===== src/rtl/uart_pkg.sv =====
// uart_pkg: shared deframer states, default sync marker and timeout sizing
package uart_pkg;
  typedef enum logic [2:0] {HUNT, LEN, PAYLOAD, CHK, HOLD} state_t;
  localparam logic [7:0] SYNC_DEFAULT = 8'hA5;
  function automatic int timeout_cyc(input int bits, input int clk_mhz, input int baud);
    return int'(longint'(bits) * longint'(clk_mhz) * 64'sd1000000 / longint'(baud));
  endfunction
endpackage


===== src/rtl/uart_frame_buf.sv =====
// uart_frame_buf: payload byte storage with a write port and a registered read port
module uart_frame_buf #(
  parameter int DEPTH = 16,
  parameter int AW = 4
) (
  input  logic          clk,
  input  logic          rst_n,
  input  logic          we,
  input  logic [AW-1:0] waddr,
  input  logic [7:0]    wdata,
  input  logic          re,
  input  logic [AW-1:0] raddr,
  output logic [7:0]    rdata
);
  logic [7:0] mem [DEPTH];
  // payload write, no reset needed since only committed entries are ever read
  always_ff @(posedge clk)
    if (we) mem[waddr] <= wdata;
  // registered read, holds its value while the consumer stalls
  always_ff @(posedge clk or negedge rst_n)
    if (!rst_n) rdata <= '0;
    else if (re) rdata <= mem[raddr];
endmodule


===== src/rtl/uart_rx_deframer.sv =====
// uart_rx_deframer: sync/length/payload frame assembler; UART_DEFRAMER_CHKSUM_EN adds a trailing XOR checksum byte
module uart_rx_deframer
  import uart_pkg::*;
#(
  parameter int         CLK_FRE      = 50,
  parameter int         BAUD_RATE    = 115200,
  parameter int         MAX_LEN      = 16,
  parameter logic [7:0] SYNC_BYTE    = SYNC_DEFAULT,
  parameter int         TIMEOUT_BITS = 20
) (
  input  logic       clk,
  input  logic       rst_n,
  input  logic [7:0] rx_data,
  input  logic       rx_rdy,
  output logic       rx_ack,
  output logic [7:0] m_data,
  output logic       m_vld,
  output logic       m_last,
  input  logic       m_rdy,
  output logic       err_len,
  output logic       err_chk,
  output logic       err_tmo
);
  localparam int TMO = timeout_cyc(TIMEOUT_BITS, CLK_FRE, BAUD_RATE);
  localparam int PW = $clog2(MAX_LEN + 1);
  localparam int AW = MAX_LEN > 1 ? $clog2(MAX_LEN) : 1;
  localparam int CW = $clog2(TMO + 1);
  localparam logic [PW-1:0] P1 = PW'(1);
  localparam logic [CW-1:0] C1 = CW'(1);
  localparam logic [CW-1:0] TMO_LAST = CW'(TMO - 1);
  state_t state, state_nxt;
  logic armed, accept, counting, tmo_hit, len_bad, pay_last, load, done;
  logic [PW-1:0] len, wptr, rptr;
  logic [CW-1:0] cnt;
  assign accept   = rx_rdy && armed && state != HOLD;
  assign counting = state == LEN || state == PAYLOAD || state == CHK;
  assign tmo_hit  = counting && !accept && cnt == TMO_LAST;
  assign len_bad  = rx_data == 8'd0 || rx_data > 8'(MAX_LEN);
  assign pay_last = wptr + P1 == len;
  assign load     = state == HOLD && (!m_vld || (m_rdy && !m_last));
  assign done     = state == HOLD && m_vld && m_rdy && m_last;
`ifdef UART_DEFRAMER_CHKSUM_EN
  logic [7:0] chk;
  // running XOR seeded with the length, compared against the trailing byte
  always_ff @(posedge clk or negedge rst_n)
    if (!rst_n) begin
      chk     <= '0;
      err_chk <= 1'b0;
    end else begin
      err_chk <= accept && state == CHK && rx_data != chk;
      chk     <= (accept && state == LEN) ? rx_data : (accept && state == PAYLOAD) ? chk ^ rx_data : chk;
    end
`else
  assign err_chk = 1'b0;
`endif
  // state register
  always_ff @(posedge clk or negedge rst_n)
    if (!rst_n) state <= HUNT;
    else state <= state_nxt;
  // next state; a timeout only fires when no byte is accepted that cycle
  always_comb begin
    state_nxt = state;
    if (tmo_hit) state_nxt = HUNT;
    else if (done) state_nxt = HUNT;
    else if (accept)
      case (state)
        HUNT:    state_nxt = rx_data == SYNC_BYTE ? LEN : HUNT;
        LEN:     state_nxt = len_bad ? HUNT : PAYLOAD;
`ifdef UART_DEFRAMER_CHKSUM_EN
        PAYLOAD: state_nxt = pay_last ? CHK : PAYLOAD;
        CHK:     state_nxt = rx_data == chk ? HOLD : HUNT;
`else
        PAYLOAD: state_nxt = pay_last ? HOLD : PAYLOAD;
`endif
        default: state_nxt = state;
      endcase
  end
  // byte handshake, pointers, timeout counter and drain control
  always_ff @(posedge clk or negedge rst_n)
    if (!rst_n) begin
      armed   <= 1'b1;
      rx_ack  <= 1'b0;
      err_len <= 1'b0;
      err_tmo <= 1'b0;
      len     <= '0;
      wptr    <= '0;
      rptr    <= '0;
      cnt     <= '0;
      m_vld   <= 1'b0;
      m_last  <= 1'b0;
    end else begin
      armed   <= !rx_rdy || (armed && !accept);
      rx_ack  <= accept;
      err_len <= accept && state == LEN && len_bad;
      err_tmo <= tmo_hit;
      cnt     <= (accept || !counting) ? '0 : cnt + C1;
      if (accept && state == LEN) len <= rx_data[PW-1:0];
      wptr    <= (accept && state == LEN) ? '0 : (accept && state == PAYLOAD) ? wptr + P1 : wptr;
      rptr    <= state != HOLD ? '0 : load ? rptr + P1 : rptr;
      m_vld   <= load || (m_vld && !done);
      m_last  <= load ? rptr + P1 == len : m_last && !done;
    end
  uart_frame_buf #(.DEPTH(MAX_LEN), .AW(AW)) u_buf (
    .clk   (clk),
    .rst_n (rst_n),
    .we    (accept && state == PAYLOAD),
    .waddr (wptr[AW-1:0]),
    .wdata (rx_data),
    .re    (load),
    .raddr (rptr[AW-1:0]),
    .rdata (m_data)
  );
endmodule

===== config.mk =====
export PLATFORM = sky130hd
export DESIGN_NAME = uart_rx_deframer
export DESIGN_NICKNAME = d
export VERILOG_FILES = /design/src/rtl/uart_pkg.sv /design/src/rtl/uart_frame_buf.sv /design/src/rtl/uart_rx_deframer.sv
export SDC_FILE = /design/constraint.sdc
export NUM_CORES = 1
export LEC_CHECK = 0
export BUFFER_PORTS_ARGS = -buffer_cell sky130_fd_sc_hd__buf_4
export CAP_MARGIN = 20
export CORE_MARGIN = 8
export CORE_UTILIZATION = 45
export CTS_CLUSTER_DIAMETER = 200
export DETAILED_ROUTE_END_ITERATION = 10
export HOLD_SLACK_MARGIN = 0.12
export SLEW_MARGIN = 40
export SYNTH_ARGS = -nofsm -noshare
export SYNTH_HDL_FRONTEND = slang
export SYNTH_SLANG_ARGS = --single-unit

===== constraint.sdc =====
create_clock -name clk -period 2.23 [get_ports clk]
set_clock_uncertainty 0.1 [all_clocks]
set_input_delay 0.1115 -clock clk [delete_from_list [all_inputs] [get_ports clk]]
set_output_delay 0.1115 -clock clk [all_outputs]
set_load 0.02 [all_outputs]

==> flow_summary.yaml <==
outcome:
  status: "finished clean"
timing:
  rsz0062_at_grt: "true"
  timing.hold.ws_ns: 0.140
  finalSetupTns_ns: 0
  fin_crit_ns: 2.09
  max_slew_margin_pct: 44.7
  slew_violations: 0
  tightestPinTransition_ns: 0.823
  fin_crit_sh_pct: 93.8
  hold_viol_final: 0
  max_freq_ghz: 0.478
  final-setup-viol-count: 0
setup_path:
  slowest_stage: "mux4_2"
  path_class: "reg -> reg"
  end_kind: "flop"
  worst-path-buf-inv: 1
  crit_chain: "buf_6 > mux4_2 > mux2i_1 > nor3_1 > a221o_1"
  max_stage_delay_ns: 0.52
  start_kind: "flop"
  critPathMaxFanout: 13
  crit_family: "multiplexers"
  cp.arrival_ns: 2.30
  critPathRequiredTime_ns: 2.44
detailed_routing:
  wire_per_inst_um: 20.3
  first_pass_iters: 4
  antenna_left: 0
  wl_um: 14900
  vias: 3979
  viasPerCell: 5.41
  drc_errors: 0
  drtIter0Drc: 280
power:
  power_density_nw_per_um2: 770
  power_frac_comb_pct: 2.1
  clockPowerShare_pct: 44.8
  vdd_drop_max_mv: 0.532
  p_sw_share_pct: 22.2
  leakage_nw: 3.03
  seqPwrFrac_pct: 53.0
  switchingPower_w: 0.00146
  p_total_w: 0.00659
  p_int_w: 0.00513
floorplanning:
  io-pin-count: 26
  core_um2: 15800
  chipHeight_um: 143
  die_x_um: 143
  dieArea_um2: 20400
  start_util_pct: 45.7
  placementRows: 46
global_routing:
  grt_max_degree: 47
  grt_pass1_vias: 4130
  grt_antenna_before_repair: 0
  grt-ovfl-total: 0
  grt_pass1_wl_um: 24000
  grt_use_total_pct: 15.9
synth:
  ys_ff_latch: 174
  avgSynthCellArea_um2: 16.3
  synth_warnings: 0
  syn_inst: 443
  syn_area_um2: 7240
  syn_nets: 461
  synth_cell_types: 41
  seq_area_frac_synth_pct: 69.0
final_layout:
  insertedDiodeCount: 0
  mostFrequentLayoutCells: "edfxtp_1, buf_4, dfrtp_1"
  areaGrowthSynthToFinish_pct: 18.3
  drive_gt1_share_pct: 26.0
  final_common_cell: "edfxtp_1"
  nets: 525
cts:
  clkLatencyLatePin_ns: 0.42
  clk_pin_slew_ns: 0.07
  cts-buffers-inserted: 17
  postCtsSetupBuffers: 0
  cts_max_level: 4
  cts.sinks: 174
  clk_path_buf_depth: 2
  cts_tree: "done"
  root_buffer: "clkbuf_16"
placement:
  portBuffers: 24
  place_congestion: 0.772
  dp_hpwl_um: 9880
flow_run:
  max-cap-violations: 0
worst_hold_path:
  hold_path.class: "in -> async"
## worst register-to-register path, delay by kind of cell, from the launching register on
family	cells	cell delay, ns
DFF	1	0.41
AOI/OAI and AO/OA	1	0.27
buffers and inverters	1	0.23
muxes	2	0.87
and+or+nand+nor	1	0.11
## cells in the mapped netlist (all sizes together)
cell type | n | area (um^2)
nand2b | 4 | 25.0
mux4 | 32 | 747
dfstp | 1 | 26.3
and3 | 2 | 12.5
nand4 | 5 | 31.3
a21oi | 7 | 35.0
clkbuf | 11 | 41.3
mux2 | 13 | 146
or3b | 3 | 26.3
nor3 | 19 | 95.1
nand3b | 1 | 7.51
a211oi | 1 | 7.51
nor3b | 1 | 7.51
or3 | 3 | 18.8
mux2i | 10 | 100
o21ai | 10 | 53.8
edfxtp | 128 | 3840
a31oi | 2 | 12.5
a221o | 8 | 80.1
xor2 | 17 | 149
buf | 9 | 68.8
conb | 1 | 3.75
dfrtp | 45 | 1130
a311oi | 1 | 8.76
o41ai | 1 | 8.76
nor2 | 41 | 154
inv | 11 | 41.3
nand3 | 12 | 60.1
xnor2 | 12 | 105
o21a | 1 | 7.51
ha | 6 | 75.1
nand2 | 19 | 71.3
nor4 | 4 | 25.0
nor4b | 1 | 8.76
or4b | 1 | 10.0
## per-layer routing
| layer | share of wire (%) | GRT usage [%] |
|---|---|---|
| met1 | 47 | 22.2 |
| met3 | 5.6 | 4.11 |
| met2 | 45 | 23.5 |
| met5 | 0 | 0 |
| met4 | 1.8 | 5.87 |
## area by class of cell
| cell class | count | area, um^2 |
|---|---|---|
| flip-flops and latches | 174 | 5000 |
| clock buffers | 17 | 425 |
| repair buffers | 65 | 544 |
| clock inverters | 15 | 175 |
| inverters | 11 | 41.3 |
| multi-input cells | 238 | 2110 |
| well taps | 216 | 270 |
| fillers | 1288 | 7260 |
## cell families (layout without fill, tap and decap cells)
kind of cell / Yosys count / after routing / synth area share (%)
multiplexers: 55 / 55 / 13.7
AND/OR/NAND/NOR: 116 / 116 / 7.64
XOR/XNOR: 29 / 29 / 3.51
adder cells (fa/ha/maj): 6 / 6 / 1.04
buffers and inverters: 31 / 108 / 2.09
AO/OA/AOI/OAI: 31 / 31 / 2.95
other: 1 / 1 / 0.0518
flip-flops: 174 / 174 / 69.0
## path summary, 6_finish.rpt
kind / start / to / slack, ns / cells past startpoint
min in group clk: rx_rdy / armed / 0.32 / 3
worst min register to register: cnt[0] / cnt[0] / 0.35 / 1
worst max-delay path: rptr[0] / u_buf.rdata[3] / 0.14 / 5
worst min-delay path: rst_n / cnt[9] / 0.14 / 2
max in group asynchronous: rst_n / rptr[0] / 1.46 / 2
worst max register to register: rptr[0] / u_buf.rdata[3] / 0.14 / 5
## power groups by stage
stage               Clock (W)  Combinational, W  Sequential [W]
floorplan                   0         0.0000410         0.00356
global placement            0          0.000122         0.00356
detailed placement          0          0.000126         0.00357
CTS                   0.00300          0.000141         0.00350
global route          0.00313          0.000156         0.00350
finish                0.00296          0.000140         0.00350
## stage by stage
step | setup slack (ns) | instances | util [%] | cell area [um^2]
detailed placement | 0.0730 | 693 | 49.5 | 7840
CTS | 0.0634 | 736 | 54.0 | 8550
global placement | 0.0771 | 693 | 49.5 | 7840
finish | 0.139 | 736 | 54.1 | 8570
global route | -0.0396 | 736 | 54.1 | 8570
floorplan | -0.0829 | 443 | - | 7250
## flip-flops by register name, indices dropped and copies added, names as in the netlist
name,count
m_last,1
err_len,1
rptr,5
err_tmo,1
armed,1
rx_ack,1
cnt,14
u_buf.mem,128
state,3
wptr,5
len,5
u_buf.rdata,8
m_vld,1
## timing repair
item | in CTS | in global routing
resized for setup | 0 | 3
hold endpoints to repair | 189 | 0
hold buffers | 11 | 0
setup endpoints to repair | 0 | 51
No activity file was read; power rests on OpenSTA's default activity.
